`src/rtl/pipe_stage_reg.sv`:
```
// pipe_stage_reg: valid/ready pipeline stage register that shows a NOP view when empty and counts stall cycles.
// Defining PIPE_STAGE_SKID_EN adds a skid entry so that in_ready comes from a flop.
module pipe_stage_reg #(
  parameter int DATA_W = 32,
  parameter int CTRL_W = 8,
  parameter logic [DATA_W-1:0] RESET_DATA = DATA_W'(32'h00000013),
  parameter int CNT_W = 16
) (
  input  logic              clk,
  input  logic              reset_n,
  input  logic              flush,
  input  logic              in_valid,
  output logic              in_ready,
  input  logic [DATA_W-1:0] in_data,
  input  logic [CTRL_W-1:0] in_ctrl,
  output logic              out_valid,
  input  logic              out_ready,
  output logic [DATA_W-1:0] out_data,
  output logic [CTRL_W-1:0] out_ctrl,
  output logic [CNT_W-1:0]  stall_cnt
);
  logic              r_valid_m;
  logic [DATA_W-1:0] r_data_m;
  logic [CTRL_W-1:0] r_ctrl_m;
  logic [CNT_W-1:0]  r_stall;
  logic              w_acc;
  logic              w_pop;
  assign w_acc = in_valid & in_ready;
  assign w_pop = r_valid_m & out_ready;
`ifdef PIPE_STAGE_SKID_EN
  logic              r_valid_s;
  logic [DATA_W-1:0] r_data_s;
  logic [CTRL_W-1:0] r_ctrl_s;
  assign in_ready = !r_valid_s;
  always_ff @(posedge clk or negedge reset_n) begin
    if (!reset_n) begin
      r_valid_m <= 1'b0;
      r_valid_s <= 1'b0;
    end else if (flush) begin
      r_valid_m <= 1'b0;
      r_valid_s <= 1'b0;
    end else if (w_pop) begin
      r_valid_m <= r_valid_s | w_acc;
      r_valid_s <= 1'b0;
    end else if (w_acc) begin
      if (r_valid_m) r_valid_s <= 1'b1;
      else r_valid_m <= 1'b1;
    end
  end
  // Payload is don't-care while its valid bit is low, so it needs no reset.
  always_ff @(posedge clk) begin
    if (w_pop & r_valid_s) begin
      r_data_m <= r_data_s;
      r_ctrl_m <= r_ctrl_s;
    end else if (w_acc & (w_pop | !r_valid_m)) begin
      r_data_m <= in_data;
      r_ctrl_m <= in_ctrl;
    end
    if (w_acc & r_valid_m & !w_pop) begin
      r_data_s <= in_data;
      r_ctrl_s <= in_ctrl;
    end
  end
`else
  assign in_ready = !r_valid_m | out_ready;
  always_ff @(posedge clk or negedge reset_n) begin
    if (!reset_n) r_valid_m <= 1'b0;
    else if (flush) r_valid_m <= 1'b0;
    else if (w_acc) r_valid_m <= 1'b1;
    else if (w_pop) r_valid_m <= 1'b0;
  end
  always_ff @(posedge clk) begin
    if (w_acc) begin
      r_data_m <= in_data;
      r_ctrl_m <= in_ctrl;
    end
  end
`endif
  always_ff @(posedge clk or negedge reset_n) begin
    if (!reset_n) r_stall <= '0;
    else if (r_valid_m & !out_ready & ~&r_stall) r_stall <= r_stall + CNT_W'(1);
  end
  assign out_valid = r_valid_m;
  assign out_data  = r_valid_m ? r_data_m : RESET_DATA;
  assign out_ctrl  = r_valid_m ? r_ctrl_m : '0;
  assign stall_cnt = r_stall;
endmodule
```
`config.mk`:
```
export PLATFORM = sky130hd
export DESIGN_NAME = pipe_stage_reg
export DESIGN_NICKNAME = d
export VERILOG_FILES = /design/src/rtl/pipe_stage_reg.sv
export SDC_FILE = /design/constraint.sdc
export NUM_CORES = 1
export LEC_CHECK = 0
export CAP_MARGIN = 25
export CORE_UTILIZATION = 46
export CTS_BUF_LIST = sky130_fd_sc_hd__clkbuf_2 sky130_fd_sc_hd__clkbuf_4 sky130_fd_sc_hd__clkbuf_8
export DETAILED_ROUTE_END_ITERATION = 8
export HOLD_SLACK_MARGIN = 0.02
export PLACE_DENSITY = 0.9
export SLEW_MARGIN = 20
export SYNTH_ARGS = -nofsm -noshare
export SYNTH_HDL_FRONTEND = slang
export SYNTH_SLANG_ARGS = --single-unit
```
`constraint.sdc`:
```
create_clock -name clk -period 4.91 [get_ports clk]
set_clock_uncertainty 0.05 [all_clocks]
set_input_delay 0.982 -clock clk [delete_from_list [all_inputs] [get_ports clk]]
set_output_delay 0.982 -clock clk [all_outputs]
set_load 0.03 [all_outputs]
```
==> results of run 1 <==
report_power, final:
group | internal [mW] | switching (mW)
Combinational | 0.120 | 0.129
Sequential | 0.561 | 0.0353
Clock | 0.248 | 0.167
Total | 0.929 | 0.330
worst reg2reg max path, delay by kind of cell (launching register included):
| family | cells | cell delay [ps] |
|---|---|---|
| buf+inv | 1 | 90 |
| simple gates | 2 | 1020 |
| flops | 1 | 450 |
area by class of cell:
cell class / count / area (µm²)
timing repair buffer: 103 / 1040
multi-input combinational: 97 / 686
clock buffer: 16 / 195
fill: 330 / 1190
tap: 67 / 83.8
inverter: 1 / 3.75
sequential: 57 / 1630
metal layers:
| metal | vias to the layer above | track usage | routed length, µm |
|---|---|---|---|
| met5 | - | 0 | 0 |
| met4 | 0 | 0.0959 | 89 |
| met3 | 6 | 0.0718 | 336 |
| met2 | 67 | 0.344 | 2620 |
| met1 | 798 | 0.217 | 1960 |
| li1 | 783 | - | - |
per-stage QoR:
stage / cell area (µm²) / worst slack (ps) / instances / hold slack [ps]
2_1_floorplan: 2330 / 2080 / 160 / 624
3_3_place_gp: 3420 / 1460 / 324 / 454
3_5_place_dp: 3420 / 1420 / 324 / 459
4_1_cts: 3620 / 1410 / 340 / 467
5_1_grt: 3630 / 1370 / 341 / 502
6_report: 3630 / 1420 / 341 / 467
sequential cells by signal (all words and copies together) (netlist names):
name       count
r_data_m      32
stall_cnt     16
r_ctrl_m       8
out_valid      1
path summary, 6_finish.rpt:
path / startpoint / depth (start not counted) / end / slack [ps]
worst max-delay path: out_ready / 4 / in_ready / 1420
max in group asynchronous: reset_n / 1 / stall_cnt[2]$_DFFE_PN0P_ / 3290
worst max register to register: out_valid$_DFFE_PN0P_ / 3 / r_ctrl_m[3]$_DFFE_PP_ / 2900
worst min-delay path: stall_cnt[11]$_DFFE_PN0P_ / 1 / stall_cnt[11]$_DFFE_PN0P_ / 470
worst min register to register: stall_cnt[11]$_DFFE_PN0P_ / 1 / stall_cnt[11]$_DFFE_PN0P_ / 470
min in group asynchronous: reset_n / 1 / stall_cnt[10]$_DFFE_PN0P_ / 1050
synth_stat cells, drive strengths merged:
library cell	instances
edfxtp	40
and2	38
dfrtp	17
xor2	12
nor3	9
nand2	6
nor2	5
clkbuf	4
nand4	4
nand2b	3
nand3	3
nor4	3
and4	2
mux2	2
o21ai	2
and2b	1
buf	1
ha	1
inv	1
nand3b	1
nand4b	1
nor3b	1
or2	1
or4	1
xnor2	1
cells by family after synthesis:
kind of cell             count (synthesis)  share of synthesized area
AO/OA/AOI/OAI                            2                    0.00429
XOR/XNOR                                13                     0.0488
adder cells (fa/ha/maj)                  1                    0.00536
buffers and inverters                    6                     0.0102
flip-flops                              57                      0.697
multiplexers                             2                     0.0113
AND/OR/NAND/NOR                         79                      0.223
==> flow_summary.html, run 1 <==
<table>
<tr><th>Metric</th><th>Value</th></tr>
<tr><th colspan="2">Status</th></tr>
<tr><td>Result of the run</td><td>complete, no violations</td></tr>
<tr><th colspan="2">Route</th></tr>
<tr><td>Final routed DRC violation total</td><td>0</td></tr>
<tr><td>Vias per std cell</td><td>4.85</td></tr>
<tr><td>Total detailed-routing wirelength</td><td>5000 µm</td></tr>
<tr><td>Wire length per cell after detailed routing</td><td>14.7 µm</td></tr>
<tr><td>First DRT Iteration DRCs</td><td>52</td></tr>
<tr><td>Drt first pass iters</td><td>4</td></tr>
<tr><td>Via count</td><td>1654</td></tr>
<tr><td>Antenna-violating nets left</td><td>0</td></tr>
<tr><th colspan="2">Synth</th></tr>
<tr><td>Synthesized area per cell</td><td>14.6 µm²</td></tr>
<tr><td>Number of storage elements in the synthesis netlist</td><td>57</td></tr>
<tr><td>Largest area contributor in the netlist</td><td>sky130_fd_sc_hd__edfxtp_1</td></tr>
<tr><td>Cell area after synthesis</td><td>0.00233 mm²</td></tr>
<tr><td>Sequential share of the synthesized area</td><td>0.697</td></tr>
<tr><td>Number of warnings printed during yosys synthesis</td><td>0</td></tr>
<tr><td>Post-Synthesis Net Count</td><td>approximately 210</td></tr>
<tr><td>Syn Inst Count</td><td>160</td></tr>
<tr><td>Area share of the largest cell type after synthesis</td><td>0.514</td></tr>
<tr><td>Most area-consuming cells after synthesis</td><td>sky130_fd_sc_hd__edfxtp_1 51%, sky130_fd_sc_hd__dfrtp_1 18%, sky130_fd_sc_hd__and2_1 10%</td></tr>
<tr><td>Count of unique library cells instantiated by Yosys</td><td>32</td></tr>
<tr><th colspan="2">Final layout</th></tr>
<tr><td>Inserted Diodes</td><td>0</td></tr>
<tr><td>Area added between synthesis and finish</td><td>55.5%</td></tr>
<tr><td>Share of layout cells above drive strength 1</td><td>0.113</td></tr>
<tr><td>Final core utilization</td><td>0.754</td></tr>
<tr><td>Leading cell type in the layout, fill and taps excluded</td><td>sky130_fd_sc_hd__clkdlybuf4s50_1</td></tr>
<tr><td>Most frequent cells in the layout</td><td>102 x sky130_fd_sc_hd__clkdlybuf4s50_1, 40 x sky130_fd_sc_hd__edfxtp_1, 37 x sky130_fd_sc_hd__and2_1</td></tr>
<tr><td>Total Nets Final</td><td>315</td></tr>
<tr><th colspan="2">Clock tree</th></tr>
<tr><td>Clock-pin transition on the worst setup and hold timing paths</td><td>60 ps</td></tr>
<tr><td>Clock tree from TritonCTS</td><td>done</td></tr>
<tr><td>Count of hold-fix buffers inserted at cts</td><td>0</td></tr>
<tr><td>H-tree depth reported by CTS</td><td>3</td></tr>
<tr><td>Total CTS buffers</td><td>9</td></tr>
<tr><td>Clock buffer depth</td><td>2</td></tr>
<tr><td>CTS root buffer</td><td>sky130_fd_sc_hd__clkbuf_8</td></tr>
<tr><td>Clock sink total</td><td>57</td></tr>
<tr><td>Clk_lat worst skew</td><td>roughly 330 ps</td></tr>
<tr><td>Buffers inserted by post-CTS timing repair</td><td>0</td></tr>
<tr><td>Number of gates resized after cts</td><td>0</td></tr>
<tr><th colspan="2">Setup path</th></tr>
<tr><td>Worst endpoint required time</td><td>3880 ps</td></tr>
<tr><td>CP Data Arrival Time</td><td>2460 ps</td></tr>
<tr><td>Crit Path Max Fanout</td><td>5</td></tr>
<tr><td>CP startpoint kind</td><td>primary input</td></tr>
<tr><td>Critical path's most frequent cell</td><td>sky130_fd_sc_hd__clkdlybuf4s50_1</td></tr>
<tr><td>Critical path buffer and inverter count</td><td>3</td></tr>
<tr><td>Slowest cell on the critical path</td><td>sky130_fd_sc_hd__clkdlybuf4s50_1</td></tr>
<tr><td>Worst setup path class</td><td>in2out</td></tr>
<tr><td>Crit path capture type</td><td>primary output</td></tr>
<tr><td>CP Cell Sequence</td><td>clkdlybuf4s50_1, and2b_2, inv_2, clkdlybuf4s50_1</td></tr>
<tr><td>Family of cells with the greatest summed delay on the critical path</td><td>buffers and inverters</td></tr>
<tr><td>CP max stage delay</td><td>680 ps</td></tr>
<tr><th colspan="2">Global route</th></tr>
<tr><td>Pin count of the biggest net entering global routing</td><td>44</td></tr>
<tr><td>Initial antenna violation count</td><td>0</td></tr>
<tr><td>Total global routing track utilization</td><td>0.199</td></tr>
<tr><td>Global-route wire length before repair</td><td>approximately 7600 µm</td></tr>
<tr><td>Grt ovf</td><td>0</td></tr>
<tr><td>Via count of the first global-routing pass</td><td>roughly 1600</td></tr>
<tr><th colspan="2">Placement</th></tr>
<tr><td>Total half-perimeter wirelength after legalization and detailed placement</td><td>3500 µm</td></tr>
<tr><td>Quantity of I/O buffers inserted on ports</td><td>102</td></tr>
<tr><td>Last weighted congestion value of the routability-driven placer</td><td>0.768</td></tr>
<tr><th colspan="2">STA</th></tr>
<tr><td>Actual slew at the worst max-slew pin</td><td>929 ps</td></tr>
<tr><td>Final worst-path cycle share</td><td>0.712</td></tr>
<tr><td>Final-report hold violation count</td><td>0</td></tr>
<tr><td>Slew margin rel.</td><td>0.381</td></tr>
<tr><td>Post-route minimum period</td><td>3490 ps</td></tr>
<tr><td>Unrepaired setup endpoints after global routing</td><td>false</td></tr>
<tr><td>Final Max Tran Viols</td><td>0</td></tr>
<tr><td>Upper clock frequency limit</td><td>286 MHz</td></tr>
<tr><td>Final Setup Violations</td><td>0</td></tr>
<tr><td>Final-layout setup total negative slack</td><td>0 ps</td></tr>
<tr><th colspan="2">Floorplanning</th></tr>
<tr><td>CORE AREA</td><td>0.00482 mm²</td></tr>
<tr><td>Width of the die</td><td>73.2 µm</td></tr>
<tr><td>Die Span Y</td><td>73.2 µm</td></tr>
<tr><td>Initial Util</td><td>0.485</td></tr>
<tr><td>Rows</td><td>25</td></tr>
<tr><td>Die area</td><td>between 0.005 and 0.006 mm²</td></tr>
<tr><td>Total I/O pin count</td><td>about 100</td></tr>
<tr><th colspan="2">Pwr</th></tr>
<tr><td>Peak VDD IR</td><td>around 0.00026 V</td></tr>
<tr><td>Total power density per cell area</td><td>between 300 and 400 mW/mm²</td></tr>
<tr><td>Overall power of the completed layout</td><td>1.26 mW</td></tr>
<tr><td>Leakage power</td><td>approximately 1.4 nW</td></tr>
<tr><th colspan="2">Job</th></tr>
<tr><td>Max-cap violation count</td><td>0</td></tr>
<tr><th colspan="2">Hold path</th></tr>
<tr><td>Type of the tightest min-delay check</td><td>reg2reg</td></tr>
</table>
(Power assumes the default switching activity.)
==> inputs of run 2 (changes only) <==
- CORE_UTILIZATION: 46 -> 43
- PLACE_DENSITY: 0.9 -> 0.85
- clock period: 4.91 -> 3.4 ns (I/O delays scaled with it)
==> run 2 against run 1 <==
Global-route usage fell by 1.8 points. First-iteration DRC count unchanged. Final area shrank 0.62%. Die area increased by 6.8%. Clock-buffer cell count down 6. Sequential cell count is the same. Critical path type unchanged. Sequential power rose by 44%. Highest routed layer unchanged. Via count fell by 2.7%. Critical endpoint unchanged. Cell count increased by 1.2%. Clock power grew 21%. Register-to-register slack worse by 1500 ps. Setup slack worse by 880 ps.
==> flow_summary.html, run 2 (synthesis results as in run 1) <==
<table>
<tr><th>Metric</th><th>Value</th></tr>
<tr><th colspan="2">Route</th></tr>
<tr><td>Total detailed-routing wirelength</td><td>4960 µm</td></tr>
<tr><td>Wire length per cell after detailed routing</td><td>14.4 µm</td></tr>
<tr><td>Via count</td><td>1610</td></tr>
<tr><td>Antenna-violating nets left</td><td>0</td></tr>
<tr><td>First DRT Iteration DRCs</td><td>52</td></tr>
<tr><td>Drt first pass iters</td><td>4</td></tr>
<tr><td>Vias per std cell</td><td>4.67</td></tr>
<tr><td>Final routed DRC violation total</td><td>0</td></tr>
<tr><th colspan="2">Final layout</th></tr>
<tr><td>Area occupied by registers</td><td>0.00163 mm²</td></tr>
<tr><td>Number of flip-flops in the largest register</td><td>32</td></tr>
<tr><td>Layout filler cell count</td><td>362</td></tr>
<tr><td>Inserted Diodes</td><td>0</td></tr>
<tr><td>Area added between synthesis and finish</td><td>54.6%</td></tr>
<tr><td>Final core utilization</td><td>0.698</td></tr>
<tr><td>Biggest register</td><td>r_data_m</td></tr>
<tr><td>Number of standard cells in the layout, taps in and fillers out</td><td>345</td></tr>
<tr><td>Leading cell type in the layout, fill and taps excluded</td><td>sky130_fd_sc_hd__clkdlybuf4s50_1</td></tr>
<tr><td>Most frequent cells in the layout</td><td>102 x sky130_fd_sc_hd__clkdlybuf4s50_1, 40 x sky130_fd_sc_hd__edfxtp_1, 37 x sky130_fd_sc_hd__and2_1</td></tr>
<tr><td>Share of layout cells above drive strength 1</td><td>0.102</td></tr>
<tr><td>Combined area of the multi-input logic cells</td><td>686 µm²</td></tr>
<tr><td>Total Nets Final</td><td>316</td></tr>
<tr><th colspan="2">Floorplanning</th></tr>
<tr><td>Rows</td><td>26</td></tr>
<tr><td>CORE AREA</td><td>0.00517 mm²</td></tr>
<tr><td>Die Span Y</td><td>~76 µm</td></tr>
<tr><td>Die area</td><td>0.00573 mm²</td></tr>
<tr><td>Initial Util</td><td>0.451</td></tr>
<tr><td>Total I/O pin count</td><td>103</td></tr>
<tr><td>Width of the die</td><td>75.7 µm</td></tr>
<tr><th colspan="2">Setup path</th></tr>
<tr><td>Reg2reg start</td><td>stall_cnt[0]$_DFFE_PN0P_</td></tr>
<tr><td>Worst setup path class</td><td>in2out</td></tr>
<tr><td>CP startpoint kind</td><td>primary input</td></tr>
<tr><td>Slowest cell on the critical path</td><td>sky130_fd_sc_hd__clkdlybuf4s50_1</td></tr>
<tr><td>Critical path's most frequent cell</td><td>sky130_fd_sc_hd__clkdlybuf4s50_1</td></tr>
<tr><td>CP Cell Sequence</td><td>clkdlybuf4s50_1, and2b_2, inv_2, clkdlybuf4s50_1</td></tr>
<tr><td>CP Data Arrival Time</td><td>2130 ps</td></tr>
<tr><td>CP max stage delay</td><td>670 ps</td></tr>
<tr><td>Crit Path Max Fanout</td><td>5</td></tr>
<tr><td>Worst endpoint required time</td><td>2670 ps</td></tr>
<tr><td>Crit path capture type</td><td>primary output</td></tr>
<tr><td>Startpoint of the worst setup timing path</td><td>out_ready</td></tr>
<tr><th colspan="2">Pwr</th></tr>
<tr><td>Leakage power</td><td>between 1 and 1.5 nW</td></tr>
<tr><td>Overall power of the completed layout</td><td>between 1.5 and 2 mW</td></tr>
<tr><td>Total power density per cell area</td><td>~480 mW/mm²</td></tr>
<tr><td>Peak VDD IR</td><td>0.000428 V</td></tr>
<tr><th colspan="2">Hold path</th></tr>
<tr><td>Hold Startpoint</td><td>stall_cnt[3]$_DFFE_PN0P_</td></tr>
<tr><td>Type of the tightest min-delay check</td><td>reg2reg</td></tr>
<tr><th colspan="2">Clock tree</th></tr>
<tr><td>Number of gates resized after cts</td><td>0</td></tr>
<tr><td>Buffers inserted by post-CTS timing repair</td><td>0</td></tr>
<tr><td>Clock buffer depth</td><td>2</td></tr>
<tr><td>H-tree depth reported by CTS</td><td>3</td></tr>
<tr><td>Clock sink total</td><td>57</td></tr>
<tr><td>Count of hold-fix buffers inserted at cts</td><td>0</td></tr>
<tr><td>Clock-pin transition on the worst setup and hold timing paths</td><td>about 60 ps</td></tr>
<tr><td>CTS root buffer</td><td>sky130_fd_sc_hd__clkbuf_8</td></tr>
<tr><td>Clock tree from TritonCTS</td><td>done</td></tr>
<tr><td>Total CTS buffers</td><td>9</td></tr>
<tr><td>Clk_lat worst skew</td><td>320 ps</td></tr>
<tr><th colspan="2">Placement</th></tr>
<tr><td>Last weighted congestion value of the routability-driven placer</td><td>0.743</td></tr>
<tr><td>Total half-perimeter wirelength after legalization and detailed placement</td><td>between 3000 and 4000 µm</td></tr>
<tr><td>Placed cell count</td><td>roughly 330</td></tr>
<tr><td>Quantity of I/O buffers inserted on ports</td><td>between 100 and 150</td></tr>
<tr><th colspan="2">STA</th></tr>
<tr><td>Slew margin rel.</td><td>0.471</td></tr>
<tr><td>Actual slew at the worst max-slew pin</td><td>791 ps</td></tr>
<tr><td>Upper clock frequency limit</td><td>350 MHz</td></tr>
<tr><td>Final-layout setup total negative slack</td><td>0 ps</td></tr>
<tr><td>Post-route minimum period</td><td>about 2900 ps</td></tr>
<tr><td>Unrepaired setup endpoints after global routing</td><td>false</td></tr>
<tr><td>Final Max Tran Viols</td><td>0</td></tr>
<tr><td>Final Setup Violations</td><td>0</td></tr>
<tr><td>Final worst-path cycle share</td><td>0.841</td></tr>
<tr><td>Final-report hold violation count</td><td>0</td></tr>
<tr><th colspan="2">Job</th></tr>
<tr><td>Max-cap violation count</td><td>0</td></tr>
<tr><th colspan="2">Global route</th></tr>
<tr><td>Total global routing track utilization</td><td>0.181</td></tr>
<tr><td>Pin count of the biggest net entering global routing</td><td>42</td></tr>
<tr><td>Initial antenna violation count</td><td>0</td></tr>
<tr><td>Via count of the first global-routing pass</td><td>1431</td></tr>
<tr><td>Grt ovf</td><td>0</td></tr>
<tr><td>Global-route wire length before repair</td><td>between 7000 and 8000 µm</td></tr>
<tr><th colspan="2">Status</th></tr>
<tr><td>Result of the run</td><td>complete, no violations</td></tr>
</table>
## run 2: cell count changes in the layout (fill, tap and decap cells not counted), sizes merged
cell    previous run  this run
clkinv             0         6
buf                1         2
clkbuf            16        10
## run 2: per-layer routing
layer	track usage	up-vias	part of all wire
met5	0	-	0
met4	0.0988	0	0.022
met3	0.0608	11	0.085
met2	0.296	76	0.49
met1	0.211	739	0.41
li1	-	784	-
## run 2: critical path: cells and delay by family
family	cells	cell delay [ps]
buffers and inverters	3	1210
AND/OR/NAND/NOR	1	230
## run 2: final cells by class
cell class                 count  area share
multi-input combinational     97       0.190
sequential                    57       0.451
inverter                       1     0.00104
timing repair buffer         104       0.291
tap                           70      0.0243
clock buffer                  10      0.0364
clock inverter                 6     0.00693
## run 2: power breakdown
part | switching (mW) | internal (mW) | total (mW)
Clock | 0.240 | 0.259 | 0.500
Combinational | 0.186 | 0.175 | 0.361
Sequential | 0.0463 | 0.809 | 0.856
Total | 0.473 | 1.24 | 1.72
## run 2: stage by stage
stage / cell area [µm²] / hold WS [ps] / setup WS, ps
2_1_floorplan: 2330 / 334 / 868
5_1_grt: 3610 / 511 / 478
3_3_place_gp: 3450 / 450 / 546
4_1_cts: 3610 / 469 / 540
6_report: 3610 / 466 / 541
3_5_place_dp: 3450 / 461 / 546
## run 2: worst paths after layout
path | to | slack, ps | cells past startpoint
max | in_ready | 540 | 4
min | stall_cnt[3]$_DFFE_PN0P_ | 470 | 1
max reg2reg | stall_cnt[1]$_DFFE_PN0P_ | 1430 | 5
min reg2reg | stall_cnt[3]$_DFFE_PN0P_ | 470 | 1
max in group asynchronous | stall_cnt[1]$_DFFE_PN0P_ | 2030 | 1
min in group asynchronous | stall_cnt[11]$_DFFE_PN0P_ | 770 | 1
